**src/rtl/padbid_bus_pkg.sv**
```systemverilog
// Shared definitions for the PADBID pad-bus responder and its future initiator peer.
// Holds the bus state encoding and the turnaround counter sizing.
package padbid_bus_pkg;

    typedef enum logic [2:0] {
        ST_IDLE,
        ST_WDATA,
        ST_TURN,
        ST_DRIVE,
        ST_RELEASE
    } state_t;

    localparam int TURN_MAX = 4;
    localparam int CNT_W    = $clog2(TURN_MAX);

    // The read/write flag always occupies the top pad bit.
    function automatic int rw_bit(input int w);
        return w - 1;
    endfunction

endpackage

```
**src/rtl/padbid_turn_cnt.sv**
```systemverilog
// Loadable down-counter with a zero flag, used to time bus turnaround.
// Load takes priority over decrement; decrementing at zero is the caller's problem.
module padbid_turn_cnt
    import padbid_bus_pkg::*;
(
    input  logic             i_clk,
    input  logic             i_rst_n,
    input  logic             i_load,
    input  logic [CNT_W-1:0] i_load_val,
    input  logic             i_dec,
    output logic             o_zero
);

    logic [CNT_W-1:0] r_cnt;

    always_ff @(posedge i_clk or negedge i_rst_n) begin
        if (!i_rst_n) begin
            r_cnt <= '0;
        end else if (i_load) begin
            r_cnt <= i_load_val;
        end else if (i_dec) begin
            r_cnt <= r_cnt - 1'b1;
        end
    end

    assign o_zero = (r_cnt == '0);

endmodule

```
**src/rtl/padbid_bus_responder.sv**
```systemverilog
// Responder end of the half-duplex PADBID pad bus: decodes initiator commands,
// performs register writes, and drives read data back after a turnaround gap.
//
// state      | meaning
// -----------+-------------------------------------------------------------
// ST_IDLE    | bus released, waiting for a strobed command
// ST_WDATA   | pad_c carries write data this cycle
// ST_TURN    | initiator releasing the bus; counting turnaround cycles
// ST_DRIVE   | responder drives read data onto the pads for one cycle
// ST_RELEASE | bus undriven for one cycle before the next command
module padbid_bus_responder
    import padbid_bus_pkg::*;
#(
    parameter int W        = 8,
    parameter int ADDR_W   = 4,
    parameter int TURN_CYC = 1
)
(
    input  logic              CK,
    input  logic              RN,
    input  logic              strb,
    input  logic [W-1:0]      pad_c,
    output logic [W-1:0]      pad_i,
    output logic              pad_oen,
    output logic [ADDR_W-1:0] reg_addr,
    output logic [W-1:0]      reg_wdata,
    output logic              reg_we,
    input  logic [W-1:0]      reg_rdata,
    output logic              busy,
    output logic              proto_err
);

    localparam int               RW_BIT  = rw_bit(W);
    localparam logic [CNT_W-1:0] TURN_LD = CNT_W'(TURN_CYC - 1);

    state_t              r_state;
    state_t              w_state_nxt;
    logic [W-1:0]        r_pad_i;
    logic                r_pad_oen;
    logic [ADDR_W-1:0]   r_addr;
    logic [W-1:0]        r_wdata;
    logic                r_we;
    logic                r_busy;
    logic                r_proto_err;
    logic                w_cnt_load;
    logic                w_cnt_dec;
    logic                w_cnt_zero;
    logic                w_illegal;

    padbid_turn_cnt u_turn_cnt (
        .i_clk      (CK),
        .i_rst_n    (RN),
        .i_load     (w_cnt_load),
        .i_load_val (TURN_LD),
        .i_dec      (w_cnt_dec),
        .o_zero     (w_cnt_zero)
    );

    // A strobe while the read is in flight is flagged but otherwise ignored.
    assign w_illegal = strb && (r_state inside {ST_TURN, ST_DRIVE, ST_RELEASE});

    always_comb begin
        w_state_nxt = r_state;
        w_cnt_load  = 1'b0;
        w_cnt_dec   = 1'b0;
        case (r_state)
            ST_IDLE: begin
                if (strb) begin
                    if (pad_c[RW_BIT]) begin
                        w_state_nxt = ST_TURN;
                        w_cnt_load  = 1'b1;
                    end else begin
                        w_state_nxt = ST_WDATA;
                    end
                end
            end
            ST_WDATA:   w_state_nxt = ST_IDLE;
            ST_TURN: begin
                if (w_cnt_zero) w_state_nxt = ST_DRIVE;
                else            w_cnt_dec   = 1'b1;
            end
            ST_DRIVE:   w_state_nxt = ST_RELEASE;
            ST_RELEASE: w_state_nxt = ST_IDLE;
            default:    w_state_nxt = ST_IDLE;
        endcase
    end

    always_ff @(posedge CK or negedge RN) begin
        if (!RN) begin
            r_state     <= ST_IDLE;
            r_pad_i     <= '0;
            r_pad_oen   <= 1'b1;
            r_addr      <= '0;
            r_wdata     <= '0;
            r_we        <= 1'b0;
            r_busy      <= 1'b0;
            r_proto_err <= 1'b0;
        end else begin
            r_state     <= w_state_nxt;
            r_busy      <= (w_state_nxt != ST_IDLE);
            r_we        <= 1'b0;
            r_proto_err <= w_illegal;
            if (r_state == ST_IDLE && strb) begin
                r_addr <= pad_c[ADDR_W-1:0];
            end
            if (r_state == ST_WDATA) begin
                r_wdata <= pad_c;
                r_we    <= 1'b1;
            end
            if (r_state == ST_TURN && w_cnt_zero) begin
                r_pad_i   <= reg_rdata;
                r_pad_oen <= 1'b0;
            end
            if (r_state == ST_DRIVE) begin
                r_pad_oen <= 1'b1;
            end
        end
    end

    assign pad_i     = r_pad_i;
    assign pad_oen   = r_pad_oen;
    assign reg_addr  = r_addr;
    assign reg_wdata = r_wdata;
    assign reg_we    = r_we;
    assign busy      = r_busy;
    assign proto_err = r_proto_err;

endmodule

```
**config.mk**
```make
export PLATFORM = sky130hd
export DESIGN_NAME = padbid_bus_responder
export DESIGN_NICKNAME = d
export VERILOG_FILES = /design/src/rtl/padbid_bus_pkg.sv /design/src/rtl/padbid_turn_cnt.sv /design/src/rtl/padbid_bus_responder.sv
export SDC_FILE = /design/constraint.sdc
export NUM_CORES = 1
export LEC_CHECK = 0
export CORE_MARGIN = 2
export CORE_UTILIZATION = 30
export CTS_CLUSTER_DIAMETER = 80
export DETAILED_ROUTE_END_ITERATION = 16
export PLACE_DENSITY = 0.69
export REMOVE_ABC_BUFFERS = 1
export SYNTH_ARGS = -nofsm -noshare
export SYNTH_HDL_FRONTEND = slang
export SYNTH_SLANG_ARGS = --single-unit
```
**constraint.sdc**
```tcl
create_clock -name CK -period 2.1 [get_ports CK]
set_input_delay 0.42 -clock CK [delete_from_list [all_inputs] [get_ports CK]]
set_output_delay 0.42 -clock CK [all_outputs]
set_load 0.02 [all_outputs]
```
# [Word level (Yosys, flattened, before mapping)]
# Cells that the tools add are included.
[totals] reg_bits=29 in_bits=19 output_inout_bits=24 wordCells=37
[classes] addsub=1 eq_ne=4 muxes=14 reduce_logical=9
[op_table] cell="$pmux 3 s3" n=1
[op_table] cell="$mux 1" n=8
[op_table] cell="$eq 3x2->1 const B" n=2
[op_table] cell="$mux 2" n=3
[op_table] cell="$mux 3" n=2
[op_table] cell="$reduce_bool 3->1" n=2
[op_table] cell="$reduce_bool 2->1" n=2
[op_table] cell="$eq 3x1->1 const B" n=1
[op_table] cell="$eq 3x3->1 const B" n=1
[op_table] cell="$logic_and 1x1->1" n=3
[op_table] cell="$logic_not 3->1" n=1
[op_table] cell="$logic_not 2->1" n=1
[op_table] cell="$sub 2x1->2 const B" n=1

# [Longest topological paths before layout]
# Gate-level depths: netlist (run 1).
[depth] ltp_word=5 ltp_mapped=5

# [Hierarchy]
# From an unflattened synthesis (run 1), not the netlist that was laid out.
[hier_totals] hier_cells=84 area_unflattened_um2=1224.9
[by_module_without_submodules] mod="padbid_bus_responder" instances=1 cells_each=72 area_each_um2=1108.6 seq_area_each_um2=676.9
[by_module_without_submodules] mod="padbid_turn_cnt" instances=1 cells_each=12 area_each_um2=116.4 seq_area_each_um2=50.0

# [Worst setup path before layout (run 1)]
# Ideal clock, no wire load.
[synth_path] path_kind="register to register" from="reg u_turn_cnt.r_cnt[0]" to="reg r_pad_i[0], in the netlist pad_i[0]" setup_time_ps=125 arrival_ps=1314 t_required_ps=1975 setup_slack_ps=662 stages_incl_launch_ff=6 path_cell_list="dfrtp_1 inv_1 ha_1 nand3b_1 nor2_4 mux2_2"
[synth_between] elab_chain_len=2
[synth_lines] item="start, declared" line_no="padbid_turn_cnt.sv:14" rtl="logic [CNT_W-1:0] r_cnt;"
[synth_lines] item="start signal, assigned" line_no="padbid_turn_cnt.sv:20" rtl="r_cnt <= i_load_val;"
[synth_lines] item="start signal, assigned" line_no="padbid_turn_cnt.sv:22" rtl="r_cnt <= r_cnt - 1'b1;"
[synth_lines] item="$logic_not 2->1" line_no="padbid_turn_cnt.sv:26" rtl="assign o_zero = (r_cnt == '0);"
[synth_lines] item="$logic_and 1x1->1" line_no="padbid_bus_responder.sv:110" rtl="if (r_state == ST_TURN && w_cnt_zero) begin"
[synth_lines] item="end signal, assigned" line_no="padbid_bus_responder.sv:111" rtl="r_pad_i <= reg_rdata;"
[synth_lines] item="end, declared" line_no="padbid_bus_responder.sv:38" rtl="logic [W-1:0] r_pad_i;"
# No other way between the ends.
# A chain may end at the register's enable or synchronous reset.

# [Worst setup path after layout (run 1)]
[layout_path] from="reg r_pad_oen, in the netlist pad_oen" to="out pad_oen"
[layout_rtl] item="start, declared" line_no="padbid_bus_responder.sv:39" rtl="logic r_pad_oen;"
[layout_rtl] item="start signal, assigned" line_no="padbid_bus_responder.sv:92" rtl="r_pad_oen <= 1'b1;"
[layout_rtl] item="start signal, assigned" line_no="padbid_bus_responder.sv:112" rtl="r_pad_oen <= 1'b0;"
[layout_rtl] item="start signal, assigned" line_no="padbid_bus_responder.sv:115" rtl="r_pad_oen <= 1'b1;"
[layout_rtl] item="end, declared" line_no="padbid_bus_responder.sv:24" rtl="output logic pad_oen,"
# No word-level cell between the ends.

==> results of run 1 <==
report_power, final:
group | switching (W) | total [W] | leakage [nW] | internal, W
logic | 0.000605 | 0.00137 | 0.333 | 0.000761
registers | 0.000173 | 0.00101 | 0.349 | 0.000839
clock network | 0.000185 | 0.000444 | 0.0443 | 0.000259
total | 0.000963 | 0.00282 | 0.726 | 0.00186
layout by cell type, fill, tap and decap left out:
cell type        count
a21boi_0             1
a21o_1               1
a21o_2               1
a21oi_1              3
and2_1               1
and2b_2              1
buf_4                2
clkbuf_1             1
clkbuf_8             6
clkdlybuf4s50_1     42
dfrtp_1             28
dfstp_2              1
ha_1                 1
inv_1                3
mux2_2              20
mux2i_1              1
nand3b_1             1
nor2_1               1
nor2_4               1
nor2b_1              1
nor3_1               1
nor3b_1              1
nor4b_4              2
or2_2                1
xnor2_1              1
area by class of cell:
class | instances | area, µm² | area share (%)
clock buffers | 7 | 86.3 | 5.00
inverters | 3 | 11.3 | 0.653
multi-input cells | 40 | 405 | 23.5
repair buffers | 44 | 435 | 25.2
well taps | 48 | 60.1 | 3.48
flip-flops and latches | 29 | 727 | 42.1
how the worst max path moves through the flow:
stage                          start  slack (ps)  depth (start not counted)      endpoint
after floorplan           r_state[0]         300                          2  reg_wdata[0]
after global placement          strb         240                          3   reg_addr[0]
after detailed placement        strb         210                          3   reg_addr[2]
after CTS                    pad_oen         260                          1       pad_oen
after global routing         pad_oen         240                          1       pad_oen
final                        pad_oen         280                          1       pad_oen
per-layer routing:
| layer | track usage (%) | share of wire (%) |
|---|---|---|
| met3 | 4.60 | 5.1 |
| met1 | 12.4 | 42 |
| met5 | 0 | 0 |
| met2 | 19.3 | 50 |
| met4 | 7.40 | 2.4 |
per-stage QoR:
stage,worst slack [ps],instance area [µm²]
finish,277,1730
global route,241,1730
CTS,261,1730
detailed placement,210,1640
global placement,238,1640
floorplan,298,1140
kinds of logic after synthesis:
logic type               count (synthesis)  synth area share, %
flip-flops                              29                 62.9
multiplexers                            21                 20.3
AND/OR/NAND/NOR                         11                 9.53
AO/OA/AOI/OAI                            6                 3.36
buffers and inverters                    5                 2.06
XOR/XNOR                                 1                0.758
adder cells (fa/ha/maj)                  1                 1.08
flip-flops by register name (all words and copies together) (netlist names), 2 cells and up:
| name | cells |
|---|---|
| pad_i | 8 |
| u_turn_cnt.r_cnt | 2 |
| reg_wdata | 8 |
| r_state | 3 |
| reg_addr | 4 |
==> summary.md, run 1 <==
| Metric | Value |
|---|---|
| R2r endpoint | pad_i[7] |
| Residual DRC | 0 |
| Worst hold path cell count | 1 |
| Filler cell count | about 350 |
| #FFs+latches synth | 29 |
| Num ports | 43 |
| Die Ht | 66.1 µm |
| Die area | between 4000 and 5000 µm² |
| Least-Margin Pin Slew | 472 ps |
| Root Buffer Master | clkbuf_8 |
| Setup bufs post-CTS | 0 |
| Resized Gates After CTS | 0 |
| Post-DP HPWL | 1630 µm |
| Port buffer count | 42 |
| Worst VDD drop | between 0.6 and 0.7 mV |
| Setup Total Neg Slack | 0 ps |
| Chip width | ~66 µm |
| Minimum clock period | 1820 ps |
| Final #Nets | 143 |
| PwrDens | 1640 nW/µm² |
| Clk_lat worst skew | 270 ps |
| Hold slack | 502 ps |
| Routed Antenna Nets | 0 |
| Number of setup violations in the final report | 0 |
| Layout cell share with drive strength beyond 1 | 28.5% |
| Peak Freq | 0.549 GHz |
| Seq/Total Area, Yosys | 62.9% |
| GRT Residual Overflow | 0 |
| Final Hold Fails | 0 |
| Post-Syn Area | 1160 µm² |
| Routed vias/inst | ~4.4 |
| # clock sinks | 29 |
| Synth unique cells | 23 |
| Final core utilization | 46.8% |
| Placed Cells | 164 |
| Clk slew on worst S/H paths | approximately 60 ps |
| Clock Tree Buf Depth | 2 |
| MaxCap Viol Count | 0 |
| Hold Path Class | reg2reg |
| Critical-path cell list | clkdlybuf4s50_1 |
| Gate Count Post-Synth | 74 |
| Via count | roughly 750 |
| Syn. warnings | 0 |
| Max Clock Skew | 2.28 ps |
| Setup CP Type | reg2out |
| Buffers & Inverters on Critical Path | 1 |
| N_diodes | 0 |
| Crit path max fanout | 2 |
| Most frequent cell after synthesis | dfrtp_1 |
| Max incr delay on CP | 610 ps |
| Top cell type's share of synthesized area | between 60% and 70% |
| Drt total wl | 2210 µm |
| Top_reg_cell synth | dfrtp_1 |
| R2R Setup Slk | 510 ps |
| Critical path's slowest cell | clkdlybuf4s50_1 |
| GRT Util Overall | 11.7% |
| EDFF count, synth | 0 |
| Routability Congestion | just over 0.7 |
| Total CTS buffers | 5 |
| Post-layout power | 0.00282 W |
| Synth top cells by count | dfrtp_1 (28), mux2_2 (20), a21oi_1 (3), inv_1 (3), nor4b_4 (2) |
| Initial antenna violation count | 0 |
| TritonCTS clock tree | yes |
| Largest area contributor in the netlist | dfrtp_1 |
| Reg-to-Reg Start | u_turn_cnt.r_cnt[0] |
| Asr flop ratio synth | 100% |
| Hold Startpoint | reg_wdata[1] |
| Starting Density | 31.3% |
| Largest net degree at the start of global routing | 30 |
| DR pass1 iterations | 3 |
| Worst Path Arrival | approximately 1400 ps |
| Static Leak | between 0.7 and 0.8 nW |
| CP startpoint kind | register |
| CP endpoint kind | output port |
| Top cell family by delay on the critical path | buffers and inverters |
| Hold_buf cts | 0 |
| Final worst-path cycle share | 86.8% |
| Max-slew violation count | 0 |
| Area grow syn2layout | 49.2% |
| WP data required | about 1700 ps |
| Run status | complete, no violations |
| Detailed-route wire length per cell | 12.9 µm |
| Reg2Reg Depth | 5 |
| Core area | roughly 3700 µm² |
| First-pass GRT wire length | 3720 µm |
| Fin cells | 171 |
| FP Rows | 22 |
| Starting DRT DRC Count | 12 |
| Slew HR | between 60% and 70% |
| RSZ-0062 raised after global routing | false |
| Worst Hold Path EP | reg_wdata[1] |
| Mean Syn Cell Area | 15.6 µm² |
| Synth top area cells | dfrtp_1 (61%), mux2_2 (19%), nor4b_4 (4.1%), dfstp_2 (2.3%), a21oi_1 (1.3%) |
| Vias in the first global route | 826 |
| Htree depth | 2 |
Note: power is estimated with default switching activity, not from simulation.
==> run 2: changes to the inputs <==
--- a/config.mk
+++ b/config.mk
@@ -5,12 +5,14 @@
 export SDC_FILE = /design/constraint.sdc
 export NUM_CORES = 1
 export LEC_CHECK = 0
+export ABC_AREA = 1
 export CORE_MARGIN = 2
 export CORE_UTILIZATION = 30
 export CTS_CLUSTER_DIAMETER = 80
 export DETAILED_ROUTE_END_ITERATION = 16
-export PLACE_DENSITY = 0.69
+export PLACE_DENSITY = 0.68
 export REMOVE_ABC_BUFFERS = 1
 export SYNTH_ARGS = -nofsm -noshare
 export SYNTH_HDL_FRONTEND = slang
 export SYNTH_SLANG_ARGS = --single-unit
+export TNS_END_PERCENT = 50
==> constraint.sdc (replaced) <==
create_clock -name CK -period 1.7 [get_ports CK]
set_input_delay 0.34 -clock CK [delete_from_list [all_inputs] [get_ports CK]]
set_output_delay 0.34 -clock CK [all_outputs]
set_load 0.02 [all_outputs]
==> run 2 against run 1 <==
Critical path depth unchanged. Register-to-register slack got worse by 100 ps. Final cell count increased by 34%. Worst hold slack got worse by 46 ps. Area after synthesis increased by 5.0%. Sequential cell count unchanged. Sequential share of layout area decreased by 1.3 points. Largest power group unchanged.
==> summary.md, run 2 <==
| Metric | Value |
|---|---|
| Run status | complete, no violations |
| Routability Congestion | 0.708 (-1.3%) |
| Setup bufs post-CTS | 0 (unchanged) |
| First-pass GRT wire length | 3920 µm (+5.4%) |
| Layout cell share with drive strength beyond 1 | 12.3% (-16 points) |
| Root Buffer Master | clkbuf_8 |
| Critical Path Stages | 1 (unchanged) |
| Most frequent cell after synthesis | nand2_1 |
| Chip width | 67.6 µm (+2.3%) |
| Post-DP HPWL | 1690 µm (+3.2%) |
| Area grow syn2layout | 46.8% |
| Vias in the first global route | 912 (+10%) |
| TritonCTS clock tree | yes |
| Critical path's slowest cell | clkdlybuf4s50_1 |
| Commonest cells after routing, fill and taps aside | nand2_1 (56), clkdlybuf4s50_1 (41), dfrtp_1 (28) |
| Reg2Reg Depth | 5 (unchanged) |
| Asr flop ratio synth | 100% (unchanged) |
| Final worst-path cycle share | roughly 93% |
| Buffers & Inverters on Critical Path | 1 (unchanged) |
| Setup Total Neg Slack | 0 ps (unchanged) |
| Max Clock Skew | 4.28 ps (+2.00 ps) |
| MaxCap Viol Count | 0 (unchanged) |
| Drt total wl | 2300 µm (+4.2%) |
| Clk_lat worst skew | 270 ps (about the same) |
| Core area | 3940 µm² (+6.9%) |
| Synth unique cells | 17 (-26%) |
| Hold Path Class | in2async |
| FP Rows | 23 (+4.5%) |
| CP startpoint kind | register |
| Crit path from | reg_wdata[7] |
| Routed wl met2 | 1010 µm (-9.6%) |
| Slew HR | 75.6% (+7.2 points) |
| Port buffer count | 42 (unchanged) |
| #FFs+latches synth | 29 (unchanged) |
| Top_reg_cell synth | dfrtp_1 |
| Minimum clock period | about 1600 ps |
| Clock Tree Buf Depth | 2 (unchanged) |
| Via count | 961 (+28%) |
| Starting DRT DRC Count | 34 (+22) |
| Setup CP Type | reg2out |
| Max incr delay on CP | 620 ps (about the same) |
| Num ports | 43 (unchanged) |
| DR top layer | met4 |
| Worst Setup Slack, final | 126 ps (-151 ps) |
| Routed vias/inst | 4.20 (-4.4%) |
| Least-Margin Pin Slew | 366 ps (-106 ps) |
| Syn. warnings | 0 (unchanged) |
| Reg-to-Reg Start | r_state[2] |
| # clock sinks | 29 (unchanged) |
| Total CTS buffers | 5 (unchanged) |
| Initial antenna violation count | 0 (unchanged) |
| Final Hold Fails | 0 (unchanged) |
| Starting Density | 30.8% (-0.56 points) |
| PwrDens | 1940 nW/µm² (+19%) |
| WL met3 | 197 µm (+74%) |
| Number of setup violations in the final report | 0 (unchanged) |
| Static Leak | 0.886 nW (+22%) |
| Worst Path Arrival | 1230 ps (-170 ps) |
| Hold slack | 455 ps (-46.4 ps) |
| Synth top cells by count | nand2_1 (56), dfrtp_1 (28), inv_1 (16) |
| Critical-path cell list | clkdlybuf4s50_1 |
| Seq/Total Area, Yosys | 59.9% (-3.0 points) |
| Largest net degree at the start of global routing | 30 (unchanged) |
| Crit path max fanout | 2 (unchanged) |
| Most common cell after layout, fill and taps aside | nand2_1 |
| RSZ-0062 raised after global routing | false |
| Peak Freq | 0.635 GHz |
| Filler cell count | 391 (+12%) |
| Top cell type's share of synthesized area | 57.7% (-2.9 points) |
| Residual DRC | 0 (unchanged) |
| Crit path to | reg_wdata[7] |
| Post-layout power | 0.00346 W (+22%) |
| GRT Util Overall | 11.7% (+0.049 points) |
| R2R Setup Slk | 410 ps (-100 ps) |
| Routed Antenna Nets | 0 (unchanged) |
| CP endpoint kind | output port |
| Worst VDD drop | 0.916 mV (+39%) |
| Gate Count Post-Synth | 129 (+74%) |
| Dpl ws | 253 ps (+43.2 ps) |
| WP data required | 1360 ps (-320 ps) |
| Clk slew on worst S/H paths | 60 ps (about the same) |
| Synth top area cells | dfrtp_1 (58%), nand2_1 (17%), inv_1 (4.9%), nand3_4 (2.9%), o21ai_2 (2.9%) |
| Top cell family by delay on the critical path | buffers and inverters |
| Hold_buf cts | 0 (unchanged) |
| Max-slew violation count | 0 (unchanged) |
| Post-Syn Area | 1210 µm² (+5.0%) |
| DR pass1 iterations | 4 (+1) |
| R2r endpoint | reg_wdata[7] |
| EDFF count, synth | 0 (unchanged) |
| Largest area contributor in the netlist | dfrtp_1 |
| Die Ht | 67.6 µm (+2.3%) |
| Htree depth | 2 (unchanged) |
| Detailed-route wire length per cell | 10.1 µm (-22%) |
| Resized Gates After CTS | 1 (+1) |
| Final core utilization | 45.2% (-1.6 points) |
| GRT Residual Overflow | 0 (unchanged) |
| Mean Syn Cell Area | 9.41 µm² (-40%) |
| Die area | 4570 µm² (+4.7%) |
| Metal-1 WL | 1070 µm (+15%) |
| Final #Nets | 198 (+38%) |
| N_diodes | 0 (unchanged) |
[run 2: cell count changes in the layout (fill, tap and decap cells not counted), moves of 3 or more]
cell / change
o21ai_0: +5
mux2_2: -20
nand3_1: +4
a21oi_1: -3
nand2_1: +56
inv_1: +13
o21ai_2: +4
[run 2: final cells by class]
class | instances | area (µm²) | area share, %
multi-input cells | 81 | 408 | 22.9
repair buffers | 43 | 427 | 23.9
well taps | 50 | 62.6 | 3.51
flip-flops and latches | 29 | 727 | 40.8
clock buffers | 8 | 90.1 | 5.06
inverters | 18 | 67.6 | 3.79
[run 2: metrics by stage]
step | instance area [µm²] | cells
finish | 1780 | 229
global route | 1780 | 229
CTS | 1780 | 229
detailed placement | 1690 | 221
global placement | 1690 | 221
floorplan | 1200 | 128
[run 2: how the worst min path moves through the flow]
| stage | to | slack (ps) | cells past startpoint |
|---|---|---|---|
| 2_1_floorplan | busy | 40 | 0 |
| 4_1_cts | r_state[1] | 470 | 2 |
| 3_5_place_dp | pad_i[7] | 470 | 2 |
| 5_1_grt | reg_addr[1] | 500 | 2 |
| 3_3_place_gp | pad_oen | 460 | 2 |
| 6_report | pad_i[6] | 460 | 2 |
[run 2: report_power, final]
group / switching (W) / internal (W)
logic: 0.000949 / 0.000745
clock network: 0.000229 / 0.000329
registers: 0.000179 / 0.00102
[run 2: logic make-up after synthesis]
logic type,after synthesis,share of synthesized area (%)
fa+ha+maj,1,1.03
flops,29,59.9
compound gates,10,5.57
buf+inv,19,6.50
simple gates,70,27.0
[run 2: per-layer routing]
metal	up-vias	global-route usage, %
met3	5	5.17
met5	-	0
met2	36	18.0
met1	429	14.5
li1	491	-
met4	0	4.59
